**config.mk**
```make
export PLATFORM = sky130hd
export DESIGN_NAME = h_scaler_ctrl
export DESIGN_NICKNAME = d
export VERILOG_FILES = /design/src/rtl/h_scaler_ctrl_pkg.sv /design/src/rtl/h_scaler_ctrl_seq_divider.sv /design/src/rtl/h_scaler_ctrl.sv
export SDC_FILE = /design/constraint.sdc
export NUM_CORES = 1
export LEC_CHECK = 0
export ABC_AREA = 0
export BUFFER_PORTS_ARGS = -buffer_cell sky130_fd_sc_hd__clkbuf_2
export CORE_MARGIN = 3
export CORE_UTILIZATION = 35
export CTS_CLUSTER_DIAMETER = 120
export CTS_CLUSTER_SIZE = 16
export DETAILED_ROUTE_END_ITERATION = 10
export SLEW_MARGIN = 25
export SYNTH_ARGS = -nofsm -noshare
export SYNTH_HDL_FRONTEND = slang
export SYNTH_SLANG_ARGS = --single-unit
```
**constraint.sdc**
```tcl
create_clock -name clk -period 4.6 [get_ports clk]
set_input_delay 0.92 -clock clk [delete_from_list [all_inputs] [get_ports clk]]
set_output_delay 0.92 -clock clk [all_outputs]
set_load 0.05 [all_outputs]
```
**src/rtl/h_scaler_ctrl_pkg.sv**
```systemverilog
// h_scaler_ctrl_pkg: shared widths, FSM encodings and config record for the scaler controllers
package h_scaler_ctrl_pkg;
  localparam int IMGS_WIDTH = 11;
  localparam int IMGO_WIDTH = 11;
  localparam int H_SCALER_DEC_WIDTH = 8;
  localparam int H_SCALER_INT_WIDTH = 3;
  localparam int STEP_WIDTH = H_SCALER_INT_WIDTH + H_SCALER_DEC_WIDTH;
  localparam logic [4:0] S_IDLE       = 5'b00001;
  localparam logic [4:0] S_WAIT_FRAME = 5'b00010;
  localparam logic [4:0] S_WAIT_DATA  = 5'b00100;
  localparam logic [4:0] S_ISSUE      = 5'b01000;
  localparam logic [4:0] S_WAIT_DONE  = 5'b10000;
  typedef struct packed {
    logic [IMGS_WIDTH-1:0]         src;
    logic [IMGO_WIDTH-1:0]         tgt;
    logic [IMGS_WIDTH-1:0]         height;
    logic [H_SCALER_INT_WIDTH-1:0] step_int;
    logic [H_SCALER_DEC_WIDTH-1:0] step_dec;
  } cfg_t;
endpackage

```
**src/rtl/h_scaler_ctrl_seq_divider.sv**
```systemverilog
// h_scaler_ctrl_seq_divider: restoring divider, one quotient bit per cycle, start restarts
module h_scaler_ctrl_seq_divider #(
  parameter int NW = 19,
  parameter int DW = 11,
  parameter int QW = 11
) (
  input  logic          clk,
  input  logic          rst,
  input  logic          start,
  input  logic [NW-1:0] dividend,
  input  logic [DW-1:0] divisor,
  output logic          done,
  output logic          ovf,
  output logic [QW-1:0] quotient
);
  localparam int CW = $clog2(QW + 1);
  logic [DW:0] rem, trial;
  logic [DW-1:0] d;
  logic [CW-1:0] cnt;
  logic run, fit;
  // quotient doubles as the dividend shift register: low bits go out as quotient bits come in
  assign trial = {rem[DW-1:0], quotient[QW-1]};
  assign fit = trial >= {1'b0, d};
  assign done = run && cnt == '0;
  always_ff @(posedge clk or posedge rst)
    if (rst) begin
      rem <= '0;
      d <= '0;
      quotient <= '0;
      cnt <= '0;
      run <= 1'b0;
      ovf <= 1'b0;
    end else if (start) begin
      rem <= (DW+1)'(dividend >> QW);
      d <= divisor;
      quotient <= dividend[QW-1:0];
      cnt <= CW'(QW);
      run <= 1'b1;
      ovf <= (dividend >> QW) >= NW'(divisor);
    end else if (run) begin
      if (cnt == '0) run <= 1'b0;
      else begin
        rem <= fit ? trial - {1'b0, d} : trial;
        quotient <= {quotient[QW-2:0], fit};
        cnt <= cnt - 1'b1;
      end
    end
endmodule

```
**src/rtl/h_scaler_ctrl.sv**
```systemverilog
// h_scaler_ctrl: horizontal step computation, frame-boundary config apply and line-start sequencing
module h_scaler_ctrl
  import h_scaler_ctrl_pkg::*;
(
  input  logic                          clk,
  input  logic                          rst,
  input  logic [IMGS_WIDTH-1:0]         cfg_src_width,
  input  logic [IMGO_WIDTH-1:0]         cfg_tgt_width,
  input  logic [IMGS_WIDTH-1:0]         cfg_src_height,
  input  logic                          cfg_update,
  input  logic                          frame_start,
  input  logic [IMGS_WIDTH:0]           fifo_level,
  input  logic                          out_line_req,
  input  logic                          line_done,
  output logic [IMGS_WIDTH-1:0]         source_width,
  output logic [IMGO_WIDTH-1:0]         vga_target_width,
  output logic [H_SCALER_INT_WIDTH-1:0] h_scaler_int,
  output logic [H_SCALER_DEC_WIDTH-1:0] h_scaler_dec,
  output logic                          line_end,
  output logic                          busy,
  output logic                          cfg_err,
  output logic [IMGS_WIDTH-1:0]         line_cnt
);
  logic [4:0] st, st_n;
  cfg_t pend, act;
  logic pend_valid, pend_frame, credit, div_done, ovf, bad;
  logic have_cfg, start_frame, go_issue, fin_line, restart, apply;
  logic [STEP_WIDTH-1:0] quot;
  h_scaler_ctrl_seq_divider #(
    .NW(IMGS_WIDTH + H_SCALER_DEC_WIDTH),
    .DW(IMGO_WIDTH),
    .QW(STEP_WIDTH)
  ) u_div (
    .clk(clk),
    .rst(rst),
    .start(cfg_update),
    .dividend({cfg_src_width, {H_SCALER_DEC_WIDTH{1'b0}}}),
    .divisor(cfg_tgt_width),
    .done(div_done),
    .ovf(ovf),
    .quotient(quot)
  );
  assign source_width = act.src;
  assign vga_target_width = act.tgt;
  assign h_scaler_int = act.step_int;
  assign h_scaler_dec = act.step_dec;
  assign line_end = st == S_ISSUE;
  assign busy = |(st & (S_WAIT_DATA | S_ISSUE | S_WAIT_DONE));
  // an applied config always has a nonzero height, so it marks that a valid config exists
  always_comb begin
    bad = pend.src == '0 || pend.tgt == '0 || pend.height == '0 || pend.src > pend.tgt || ovf;
    have_cfg = pend_valid || act.height != '0;
    start_frame = st == S_WAIT_FRAME && frame_start && have_cfg;
    go_issue = st == S_WAIT_DATA && fifo_level >= {1'b0, act.src} && credit;
    fin_line = st == S_WAIT_DONE && line_done;
    restart = fin_line && (pend_frame || frame_start);
    apply = (start_frame || restart) && pend_valid;
    st_n = st == S_IDLE ? (have_cfg ? S_WAIT_FRAME : S_IDLE)
         : start_frame ? S_WAIT_DATA
         : go_issue ? S_ISSUE
         : st == S_ISSUE ? S_WAIT_DONE
         : fin_line ? (restart || line_cnt < act.height ? S_WAIT_DATA : S_WAIT_FRAME)
         : st;
  end
  always_ff @(posedge clk or posedge rst)
    if (rst) begin
      st <= S_IDLE;
      pend <= '0;
      act <= '{src: '0, tgt: '0, height: '0, step_int: H_SCALER_INT_WIDTH'(1), step_dec: '0};
      pend_valid <= 1'b0;
      pend_frame <= 1'b0;
      credit <= 1'b1;
      cfg_err <= 1'b0;
      line_cnt <= '0;
    end else begin
      st <= st_n;
      if (cfg_update) begin
        pend.src <= cfg_src_width;
        pend.tgt <= cfg_tgt_width;
        pend.height <= cfg_src_height;
        pend_valid <= 1'b0;
      end else if (div_done) begin
        cfg_err <= bad;
        pend_valid <= !bad;
        if (!bad) {pend.step_int, pend.step_dec} <= quot;
      end
      if (apply) act <= pend;
      credit <= out_line_req || start_frame || restart || (credit && !go_issue);
      line_cnt <= start_frame || restart ? '0 : go_issue ? line_cnt + 1'b1 : line_cnt;
      pend_frame <= !restart && (pend_frame || (frame_start && busy));
    end
endmodule
```
# Yosys cells after proc, flatten, opt, wreduce, memory -nomap -nowiden
# Cells that the tools add are included.
[classes]
add_sub_neg = 3
mul = 0
n_div = 0
order_cmp = 5
eq_ne = 6
n_shift = 0
mux = 24
bitwise_logic = 2
reduce_logical = 39
[op_table]
columns = ["operator", "count"]
rows = [
  ["$mux 11", 9],
  ["$logic_not 11->1", 3],
  ["$mux 5", 5],
  ["$ge 12x11->1", 2],
  ["$logic_or 1x1->1", 12],
  ["$mux 4", 3],
  ["$add 11x1->11 const B", 1],
  ["$ge 8x11->1", 1],
  ["$gt 11x11->1", 1],
  ["$logic_and 1x1->1", 11],
  ["$lt 11x11->1", 1],
  ["$reduce_bool 11->1", 1],
  ["$sub 11x11->11", 1],
  ["$reduce_bool 2->1", 3],
  ["$eq 5x1->1 const B", 1],
  ["$eq 5x2->1 const B", 1],
  ["$eq 5x3->1 const B", 1],
  ["$eq 5x4->1 const B", 1],
  ["$eq 5x5->1 const B", 1],
  ["$mux 1", 5],
  ["$reduce_bool 5->1", 1],
  ["$logic_not 4->1", 1],
  ["$reduce_and 2->1", 2],
  ["$sub 4x1->4 const B", 1],
  ["7 further kinds", 10],
]
[totals]
regBits = 136
latchBits = 0
mem_bits_rw = 0
mem_bits_ro = 0
inputBits = 51
elab_cells = 100
mem_count = 0

# Longest topological paths before layout
# Gate-level depths: netlist (run 1).
[depth]
ltp_word = 10
depth_mapped = 10
ltp_nobuf = 9

# Modules after synthesis
# Synthesis (run 1) repeated with hierarchy kept, for this count alone.
[unflattened]
hier_cells = 747
hier_area_um2 = 8141.6
[by_module_without_submodules]
columns = ["mod", "instances", "cells_per_inst", "area_each_um2", "seq_area_each_um2"]
rows = [
  ["h_scaler_ctrl", 1, 462, 5536.6, 2706.3],
  ["h_scaler_ctrl_seq_divider", 1, 285, 2605.0, 975.9],
]

# Worst setup path after synthesis (run 1)
# OpenSTA, ideal clock, no wires.
[synth_timing]
path_type = "input -> register"
from = "input port fifo_level[10]"
to = "register line_cnt[6]"
setup_ns = 0.132
arrival_ns = 2.320
required_time_ns = 4.468
slack_ns = 2.148
cell_stages = 8
cell_sequence = "ha_1 > a211oi_1 > nand2_1 > a211oi_1 > clkbuf_1 > nor4_1 > xnor2_1 > nor2_1"
[synth_via]
elab_chain_len = 4
[synth_rtl]
columns = ["element", "line_no", "rtl"]
rows = [
  ["start: declaration", "h_scaler_ctrl.sv:12", "input logic [IMGS_WIDTH:0] fifo_level,"],
  ["$ge 12x11->1", "h_scaler_ctrl.sv:54", "go_issue = st == S_WAIT_DATA && fifo_level >= {1'b0, act.src} && credit;"],
  ["$logic_and 1x1->1 (2 in series)", "h_scaler_ctrl.sv:54", ""],
  ["$reduce_bool 2->1 (no line)", "n/a", ""],
  ["end signal: assignment", "h_scaler_ctrl.sv:89", "line_cnt <= start_frame || restart ? '0 : go_issue ? line_cnt + 1'b1 : line_cnt;"],
  ["end: declaration", "h_scaler_ctrl.sv:22", "output logic [IMGS_WIDTH-1:0] line_cnt"],
]
# Every way passes these cells.
# A chain may end at the register's enable or synchronous reset.

# Worst setup path after layout (run 1)
[layout_timing]
from = "register u_div.d[9]"
to = "register u_div.rem[0]"
[layout_via]
elab_chain_len = 5
[layout_rtl]
columns = ["element", "line_no", "rtl"]
rows = [
  ["start: declaration", "h_scaler_ctrl_seq_divider.sv:18", "logic [DW-1:0] d;"],
  ["start signal: assignment", "h_scaler_ctrl_seq_divider.sv:35", "d <= divisor;"],
  ["$ge 12x11->1", "h_scaler_ctrl_seq_divider.sv:23", "assign fit = trial >= {1'b0, d};"],
  ["$mux 11", "h_scaler_ctrl_seq_divider.sv:43", "rem <= fit ? trial - {1'b0, d} : trial;"],
  ["$mux 11", "h_scaler_ctrl_seq_divider.sv:41", "if (cnt == '0) run <= 1'b0;"],
  ["$mux 11", "h_scaler_ctrl_seq_divider.sv:40", "end else if (run) begin"],
  ["$mux 11", "h_scaler_ctrl_seq_divider.sv:33", "end else if (start) begin"],
  ["end signal: assignment", "h_scaler_ctrl_seq_divider.sv:34", "rem <= (DW+1)'(dividend >> QW);"],
  ["end signal: assignment", "h_scaler_ctrl_seq_divider.sv:43", ""],
  ["end: declaration", "h_scaler_ctrl_seq_divider.sv:17", "logic [DW:0] rem, trial;"],
]
# Every way passes these cells. The select of a mux whose other input is x is not followed.

==> results of run 1 <==
## area by class of cell
type / instances / area (um2)
fill: 1979 / 12000
sequential: 136 / 3410
multi-input combinational: 445 / 3340
timing repair buffer: 106 / 566
clock buffer: 22 / 474
tap: 270 / 338
inverter: 55 / 211
clock inverter: 10 / 141
## layer usage
metal	global-route usage	wire, um	vias up
met2	0.237	7580	129
met3	0.0437	1040	16
li1	-	-	2541
met1	0.213	7960	2534
met5	0	0	-
met4	0.0453	221	0
## Yosys cell counts (3+ instances only)
| cell | number |
|---|---|
| sky130_fd_sc_hd__and3_1 | 6 |
| sky130_fd_sc_hd__nand4_1 | 3 |
| sky130_fd_sc_hd__nor2_1 | 33 |
| sky130_fd_sc_hd__a22oi_1 | 6 |
| sky130_fd_sc_hd__nor3_1 | 19 |
| sky130_fd_sc_hd__nand3_1 | 19 |
| sky130_fd_sc_hd__inv_1 | 55 |
| sky130_fd_sc_hd__nor3b_1 | 5 |
| sky130_fd_sc_hd__nand2b_1 | 6 |
| sky130_fd_sc_hd__a32oi_1 | 3 |
| sky130_fd_sc_hd__mux2_1 | 52 |
| sky130_fd_sc_hd__mux2i_1 | 12 |
| sky130_fd_sc_hd__ha_1 | 53 |
| sky130_fd_sc_hd__nor4_1 | 15 |
| sky130_fd_sc_hd__clkbuf_1 | 11 |
| sky130_fd_sc_hd__mux2_2 | 22 |
| sky130_fd_sc_hd__buf_4 | 34 |
| sky130_fd_sc_hd__a21o_1 | 4 |
| sky130_fd_sc_hd__xnor2_1 | 17 |
| sky130_fd_sc_hd__buf_12 | 4 |
| sky130_fd_sc_hd__o21ai_1 | 15 |
| sky130_fd_sc_hd__o21ai_0 | 32 |
| sky130_fd_sc_hd__dfrtp_1 | 133 |
| sky130_fd_sc_hd__nand2_1 | 54 |
| sky130_fd_sc_hd__dfstp_2 | 3 |
| sky130_fd_sc_hd__a21oi_1 | 29 |
| sky130_fd_sc_hd__a211oi_1 | 7 |
## cell families after synthesis
family | Yosys count
buffers and inverters | 109
muxes | 86
AOI/OAI and AO/OA | 117
adders and majority gates | 54
DFF | 136
xor gates and xnor gates | 18
and+or+nand+nor | 170
## state kept, by name, indices dropped and copies added (netlist names), 3 cells and up
signal            flops
u_div.quotient       11
u_div.cnt             4
source_width         11
h_scaler_dec          8
h_scaler_int          3
pend                 33
vga_target_width     11
st                    5
line_cnt             11
u_div.d              11
u_div.rem            11
act                  11
## per-stage QoR
stage / setup slack [ps] / hold slack, ps / power, W
2_1_floorplan: 45.5 / 454 / 0.00190
3_3_place_gp: 1690 / 467 / 0.00207
3_5_place_dp: 1710 / 475 / 0.00208
4_1_cts: 1900 / 489 / 0.00351
5_1_grt: 1750 / 508 / 0.00367
6_report: 1900 / 480 / 0.00348
## final timing paths
check | slack (ps) | startpoint | cells past startpoint | end
min reg2reg | 480 | pend[4]$_DFFE_PP0P_ | 1 | pend[4]$_DFFE_PP0P_
max reg2reg | 1900 | u_div.d[9]$_DFFE_PP0P_ | 8 | u_div.rem[0]$_DFFE_PP0P_
min | 480 | pend[4]$_DFFE_PP0P_ | 1 | pend[4]$_DFFE_PP0P_
max in group asynchronous | 3080 | rst | 3 | pend[37]$_DFFE_PP0P_
min in group asynchronous | 640 | rst | 2 | st[4]$_DFFE_PP0P_
max | 1900 | u_div.d[9]$_DFFE_PP0P_ | 8 | u_div.rem[0]$_DFFE_PP0P_
## power breakdown
part | switching, W | internal, W
sequential | 0.0000732 | 0.00128
combinational | 0.000395 | 0.000315
clock | 0.000518 | 0.000899
total | 0.000986 | 0.00249
==> results.md, run 1 <==
- Layout Cells excl Fill: 1044
- Cells traversed along the worst timing path: inv_1 > ha_1 > a2111oi_2 > nand3_1 > o21ai_1 > buf_4 > mux2_2 > o21ai_1
- Worst path bufs/invs: 2
- Category of the worst setup path launch point: register
- Synthesized area per cell: 10.7 um2
- Worst min-delay path category: reg2reg
- Syn nets: 795
- Clock root buffer: sky130_fd_sc_hd__clkbuf_16
- N_diodes: 0
- Largest net degree at the start of global routing: 88
- Top cells by area in the synthesized netlist: sky130_fd_sc_hd__dfrtp_1 45%, sky130_fd_sc_hd__ha_1 9.0%, sky130_fd_sc_hd__mux2_1 8.0%
- Arithmetic-cell share of the synthesized area counting full adders, half adders and majority gates: 0.0929
- Number of input and output port buffers inserted: 97
- Slew HR: 0.468
- Most used flip-flop cell after synthesis: sky130_fd_sc_hd__dfrtp_1
- Routed Antenna Nets: 0
- Kind of capture point of the worst setup path: register
- Worst-path clk slew: 60 ps
- Most common library cell in the layout ignoring fill and taps: sky130_fd_sc_hd__dfrtp_1
- P per Cell Area: 411 nW/um2
- DP Area: 7860 um2
- Start-to-end type of the worst setup path: reg2reg
- Number of distinct standard cells referenced by the synthesized netlist: 56
- Critical path data arrival time: 3040 ps
- Total non-filler cell area in the finished layout: 8480 um2
- Overflow after GRT: 0
- Top library cells by usage in the layout, fill and taps aside: 133 x sky130_fd_sc_hd__dfrtp_1, 97 x sky130_fd_sc_hd__clkbuf_2, 54 x sky130_fd_sc_hd__inv_1, 54 x sky130_fd_sc_hd__nand2_1, 53 x sky130_fd_sc_hd__ha_1
- IR drop worst, VDD: 0.185 mV
- Crit-path most repeated cell: sky130_fd_sc_hd__o21ai_1
- Max-cap violation count: 0
- Post-CTS sizing: 0
- TNS Setup: 0 ps
- Chip height: 151 um
- Sequential area share after synthesis: 0.463
- Share of cells above drive strength 1: 0.216
- Most area-hungry cell type in the Yosys netlist: sky130_fd_sc_hd__dfrtp_1
- Warnings, synthesis: 0
- Core outline area: 20400 um2
- HPWL after DPL: 12600 um
- Slowest stage cell on the critical path: sky130_fd_sc_hd__a2111oi_2
- Chip Width: 151 um
- Number of buffers created by CTS: 17
- Final #Nets: 866
- Count of flip-flops with a built-in enable after synthesis: 0
- Maximum clock rate: 370 MHz
- Slew at the pin closest to its max-slew limit: 795 ps
- Share of Yosys cell area claimed by the top area cell type: 0.452
- Final weighted congestion in routability-driven placement: 0.839
- Count of boundary I/O pins: 98
- Number of instances in the synthesized netlist: 690
- DR vias: 5220
- Initial Utilization: 0.360
- Area growth, synth to finish: 15.2%
- Static Leak: 4.17 nW
- Final worst path period need: 2700 ps
- Number of global-route vias before repair: 5166
- Final clock period utilization by the worst path: 0.588
- Clock tree from TritonCTS: yes
- Detailed Route Iter0 Violations: 342
- Overall Global Routing Usage: 0.154
- Run status: completed
- Clock insertion delay at the later pin of the skew report: 410 ps
- Endpoints failing setup: 0
- Synth Register Bits: 136
- Largest family of logic cells by synthesized area: multiplexers
- Total standard cell area after synthesis: 7360 um2
- Fraction of the mapped netlist area in compound gates: 0.0981
- Hold violation count in the final report: 0
- Setup Fix Bufs, Post-CTS: 0
- Delay-heaviest family, CP: compound AO/OA/AOI/OAI gates
- Fraction of synthesized cell area in xor and xnor cells: 0.0214
- First-pass GRT wire length: 27300 um
- Data required time of the critical path: 4940 ps
- Via-to-Cell Ratio: 5.00
- Die Outline Area: 22800 um2
- DRC violations left: 0
- Drt pass-1 iters: 5
- Deepest clock path buffer count: 2
- Antenna violations before repair: 0
- Average detailed-routed wire length per instance: 16.1 um
- Number of buffers added to fix hold violations after cts: 0
- Setup clock skew after layout: 7.28 ps
- Max-slew violations: 0
- Async set or reset register ratio after synthesis: 1.00
- Maximum level of the CTS H-tree: 4
- Floorplan row count: 52
- CP max FO: 10
- Proportion of synthesized area in mux cells: 0.130
- Critical path's largest stage delay: 450 ps
- Post-layout util: 0.415
- Simple-gate share of the synthesized area: 0.112
- Placed insts: 1012
- Final wirelength: 16800 um
- Sinks on Clock Net: 136
- RSZ-0062 raised after global routing: false
Note: power is estimated with default switching activity, not from simulation.
==> run 2, diff against run 1 <==
==> constraint.sdc (replaced) <==
create_clock -name clk -period 2.3 [get_ports clk]
set_input_delay 0.46 -clock clk [delete_from_list [all_inputs] [get_ports clk]]
set_output_delay 0.46 -clock clk [all_outputs]
set_load 0.05 [all_outputs]
==> run 2 against run 1 <==
  * Sequential power rose by 100%
  * Sequential share of layout area fell by 1.3 points
  * Sequential cell count did not move
  * Maximum frequency rose by 23%
  * First-iteration DRC count fell by 9.4%
  * Global-route usage rose by 0.17 points
  * Core utilization rose by 1.4 points
  * Critical path type unchanged
==> results.md, run 2 (synthesis results as in run 1) <==
- Run status: completed
- Maximum clock rate: 455 MHz
- Pint: 0.00481 W
- P per Cell Area: 793 nW/um2
- DRC violations left: 0
- IR drop worst, VDD: 0.529 mV
- Launch point of the worst reg-to-reg path: st[0]$_DFFE_PP1P_
- Worst min-delay path category: in2async
- Antenna violations before repair: 0
- Clock share of power: 0.386
- Overall Global Routing Usage: 0.156
- First-pass GRT wire length: 27500 um
- Area taken by multi-input logic gates: 3390 um2
- Clock insertion delay at the later pin of the skew report: 420 ps
- Drt pass-1 iters: 5
- Most common library cell in the layout ignoring fill and taps: sky130_fd_sc_hd__dfrtp_1
- Top library cells by usage in the layout, fill and taps aside: 132 x sky130_fd_sc_hd__dfrtp_1, 97 x sky130_fd_sc_hd__clkbuf_2, 54 x sky130_fd_sc_hd__inv_1, 54 x sky130_fd_sc_hd__nand2_1
- RSZ-0062 raised after global routing: false
- Core outline area: 20400 um2
- Overflow after GRT: 0
- Filler instances: 1983
- Detailed Route Iter0 Violations: 310
- Start point of the critical path: st[0]$_DFFE_PP1P_
- Category of the worst setup path launch point: register
- Slew HR: 0.638
- Number of buffers added to fix hold violations after cts: 0
- Critical path's largest stage delay: 410 ps
- Floorplan row count: 52
- N_diodes: 0
- Final hold slack: 196 ps
- Final worst path period need: 2200 ps
- HPWL after DPL: 13000 um
- Setup clock skew after layout: 8.18 ps
- Critical path data arrival time: 2490 ps
- Chip height: 151 um
- Start-to-end type of the worst setup path: reg2reg
- Final wirelength: 17600 um
- CP max FO: 22
- Final clock period utilization by the worst path: 0.956
- Hold violation count in the final report: 0
- Data required time of the critical path: 2600 ps
- Initial Utilization: 0.360
- Max reg flops: 33
- Final weighted congestion in routability-driven placement: 0.858
- Area growth, synth to finish: 19.1%
- Sinks on Clock Net: 136
- Reg area: 3410 um2
- Placed insts: 1038
- Max-cap violation count: 0
- Clock tree from TritonCTS: yes
- Switching share of total power: 0.308
- Maximum level of the CTS H-tree: 4
- Count of boundary I/O pins: 98
- Deepest clock path buffer count: 2
- Max-slew violations: 0
- Total net switching power: 0.00214 W
- Endpoints failing setup: 0
- Number of input and output port buffers inserted: 97
- Kind of capture point of the worst setup path: register
- Die Outline Area: 22800 um2
- DP Area: 8070 um2
- Number of buffers created by CTS: 17
- Delay-heaviest family, CP: simple AND/OR/NAND/NOR gates
- Static Leak: 4.31 nW
- Slew at the pin closest to its max-slew limit: 543 ps
- DR vias: 5339
- Share of power burned in registers: 0.390
- Share of cells above drive strength 1: 0.259
- Total non-filler cell area in the finished layout: 8760 um2
- Clock root buffer: sky130_fd_sc_hd__clkbuf_16
- Cells traversed along the worst timing path: or3_1 > nor3_2 > o21ai_1 > nand2_1 > and2_2 > clkbuf_16 > mux2_1
- Worst-path clk slew: 60 ps
- Number of global-route vias before repair: 5170
- Layout Cells excl Fill: 1073
- Gate power share: 0.224
- Pwr Total: 0.00695 W
- Average detailed-routed wire length per instance: 16.4 um
- Worst path bufs/invs: 1
- Final #Nets: 895
- TNS Setup: 0 ps
- Register ranked first by flip-flop count: pend
- Worst setup slack for register-to-register paths: 100 ps
- Via-to-Cell Ratio: 4.98
- Slowest stage cell on the critical path: sky130_fd_sc_hd__or3_1
- Chip Width: 151 um
- Routed Antenna Nets: 0
- Largest net degree at the start of global routing: 101
[run 2: cell type report]
type,instances,share of cell area
inverters,55,0.0240
clock inverters,15,0.0181
clock buffers,17,0.0486
flip-flops and latches,136,0.389
repair buffers,135,0.0941
well taps,270,0.0386
multi-input cells,445,0.387
[run 2: layer usage]
| metal | track usage | routed length [um] | share of wire |
|---|---|---|---|
| met1 | 0.224 | 8440 | 0.48 |
| met2 | 0.236 | 8020 | 0.46 |
| met3 | 0.0323 | 885 | 0.050 |
| met4 | 0.0481 | 229 | 0.013 |
| met5 | 0 | 0 | 0 |
[run 2: per-stage QoR]
stage          setup WS (ps)  utilization
2_1_floorplan           62.5            -
3_3_place_gp            52.8        0.395
3_5_place_dp           -11.5        0.395
4_1_cts                 16.6        0.424
5_1_grt                 4.29        0.429
6_report                 102        0.429
[run 2: final timing paths]
path                                          endpoint  cells after the start
max in group asynchronous       u_div.d[1]$_DFFE_PP0P_                      3
worst max-delay path               act[17]$_DFFE_PP0P_                      7
worst max register to register     act[17]$_DFFE_PP0P_                      7
worst min register to register     pend[0]$_DFFE_PP0P_                      1
worst min-delay path                 st[4]$_DFFE_PP0P_                      3
min in group clk                      credit$_DFF_PP1_                      3
[run 2: what timing repair did]
| item | CTS | global route |
|---|---|---|
| gates cloned | 0 | 2 |
| setup endpoints to repair | 11 | 36 |
| pin swaps | 0 | 2 |
| setup buffers | 0 | 1 |
| resized for setup | 3 | 14 |
[run 2: power groups by stage]
stage	registers [W]	logic, W	clock network [W]
2_1_floorplan	0.00271	0.00110	0
3_3_place_gp	0.00275	0.00148	0
3_5_place_dp	0.00274	0.00149	0
4_1_cts	0.00270	0.00151	0.00274
5_1_grt	0.00273	0.00174	0.00284
6_report	0.00271	0.00156	0.00268
[run 2: tightest hold or removal path, delay by kind of cell]
| kind | cells | cell delay (ps) |
|---|---|---|
| buffers and inverters | 3 | 590 |
==> run 3, diff against run 2 <==
==> constraint.sdc (replaced) <==
create_clock -name clk -period 2.3 [get_ports clk]
set_input_delay 0.115 -clock clk [delete_from_list [all_inputs] [get_ports clk]]
set_output_delay 0.115 -clock clk [all_outputs]
set_load 0.05 [all_outputs]
==> run 3 against run 2 <==
  * First-iteration DRC count decreased by 26%
  * Via count rose by 1.7%
  * Core utilization increased by 1.6 points
  * Hold slack worse by 190 ps
  * Die area stayed put
  * Combinational power up 4%
  * Cell area up 3.8%
  * Maximum frequency increased by 1.6%
  * Count of clock-buffer cells in the layout grew 1
  * Largest power group is now the clock network
  * Highest routed layer unchanged
==> results.md, run 3 (synthesis results as in run 1) <==
- Final wirelength: 17600 um
- Clock tree from TritonCTS: yes
- Most common library cell in the layout ignoring fill and taps: sky130_fd_sc_hd__dfrtp_1
- Critical path data arrival time: 2510 ps
- P per Cell Area: 807 nW/um2
- Endpoints failing setup: 0
- Final #Nets: 918
- Static Leak: 4.45 nW
- First-pass GRT wire length: 28000 um
- Setup slack of the critical path after layout: 136 ps
- Worst-path clk slew: 60 ps
- Number of buffers created by CTS: 17
- Data required time of the critical path: 2640 ps
- Initial Utilization: 0.360
- Pwr Total: 0.00734 W
- Core outline area: 20400 um2
- Overall Global Routing Usage: 0.157
- CP max FO: 7
- Worst setup timing slack at the placement stage: 22.3 ps
- Run status: completed
- Count of boundary I/O pins: 98
- Hold violation count in the final report: 0
- Area growth, synth to finish: 23.6%
- Chip Width: 151 um
- Number of input and output port buffers inserted: 97
- Top library cells by usage in the layout, fill and taps aside: 132 x sky130_fd_sc_hd__dfrtp_1, 97 x sky130_fd_sc_hd__clkbuf_2, 54 x sky130_fd_sc_hd__nand2_1
- Kind of capture point of the worst setup path: register
- Share of cells above drive strength 1: 0.252
- IR drop worst, VDD: 0.429 mV
- Start-to-end type of the worst setup path: reg2reg
- Category of the worst setup path launch point: register
- Final worst path period need: 2160 ps
- Number of global-route vias before repair: 5373
- Detailed Route Iter0 Violations: 230
- Chip height: 151 um
- Final clock period utilization by the worst path: 0.941
- Final weighted congestion in routability-driven placement: 0.846
- Deepest clock path buffer count: 2
- Max reg flops: 33
- Register ranked first by flip-flop count: pend
- Setup clock skew after layout: 13.8 ps
- Overflow after GRT: 0
- Clock root buffer: sky130_fd_sc_hd__clkbuf_16
- Routed Antenna Nets: 0
- DRC violations left: 0
- DR vias: 5430
- Filler instances: 1979
- Sinks on Clock Net: 136
- Average detailed-routed wire length per instance: 16.1 um
- Die Outline Area: 22800 um2
- HPWL after DPL: 13300 um
- Via-to-Cell Ratio: 4.95
- N_diodes: 0
- Maximum clock rate: 462 MHz
- Antenna violations before repair: 0
- RSZ-0062 raised after global routing: false
- Floorplan row count: 52
- Slew HR: 0.651
- Maximum level of the CTS H-tree: 4
- Max-slew violations: 0
- Drt pass-1 iters: 4
- TNS Setup: 0 ps
- Worst min-delay path category: in2reg
- Largest net degree at the start of global routing: 54
- Slew at the pin closest to its max-slew limit: 522 ps
- Max-cap violation count: 0
- Clock insertion delay at the later pin of the skew report: 430 ps
==> run 3: worst paths after layout <==
path                                        startpoint                           to  slack, ps  cells after the start
worst max-delay path            u_div.d[9]$_DFFE_PP0P_     u_div.rem[0]$_DFFE_PP0P_        140                      8
worst min-delay path                       frame_start         pend_frame$_DFF_PP0_          8                      3
worst max register to register  u_div.d[9]$_DFFE_PP0P_     u_div.rem[0]$_DFFE_PP0P_        140                      8
worst min register to register     pend[0]$_DFFE_PP0P_          pend[0]$_DFFE_PP0P_        480                      1
max in group asynchronous                          rst  h_scaler_int[0]$_DFFE_PP1P_       1410                      4
min in group asynchronous                          rst            st[4]$_DFFE_PP0P_        250                      3
==> run 3: layer usage <==
metal | up-vias | global-route usage | share of wire
met3 | 21 | 0.0380 | 0.044
met1 | 2638 | 0.218 | 0.48
li1 | 2661 | - | -
met2 | 110 | 0.247 | 0.46
met4 | 0 | 0.0435 | 0.011
met5 | - | 0 | 0
==> run 3: through the flow <==
stage	util	instance area (um2)	hold WS, ps	instances
after floorplan	-	7360	221	690
after global placement	0.396	8090	137	1038
after detailed placement	0.396	8090	145	1038
after CTS	0.440	8980	0.640	1094
after global routing	0.445	9090	15.7	1096
final	0.445	9090	8.48	1096
==> run 3: final cells by class <==
type	instances	area [um2]	share of cell area
multi-input cells	445	3410	0.375
flip-flops and latches	136	3410	0.375
repair buffers	158	1080	0.119
clock buffers	18	439	0.0483
clock inverters	14	211	0.0233
inverters	55	210	0.0231
well taps	270	338	0.0372
==> run 3: where the power goes <==
group | total (W) | switching, W | leakage, nW | internal (W)
clock network | 0.00299 | 0.00111 | 0.322 | 0.00188
registers | 0.00271 | 0.000155 | 1.75 | 0.00256
logic | 0.00163 | 0.000856 | 2.38 | 0.000776
==> run 3: worst max-delay path, cell delays in order (launching register included) <==
cell and delay [ps]:
sky130_fd_sc_hd__dfrtp_1 390, sky130_fd_sc_hd__inv_1 170, sky130_fd_sc_hd__ha_4 240, sky130_fd_sc_hd__a2111oi_4 360
sky130_fd_sc_hd__nand3_1 140, sky130_fd_sc_hd__o21ai_2 170, sky130_fd_sc_hd__buf_6 160, sky130_fd_sc_hd__mux2_2 330
sky130_fd_sc_hd__o21ai_1 120
==> run 3: what timing repair did <==
item	CTS	global route
buffers inserted	0	1
endpoints found under the hold margin	38	0
endpoints found under the setup margin	0	62
hold buffers	24	0
gates resized for setup	0	16
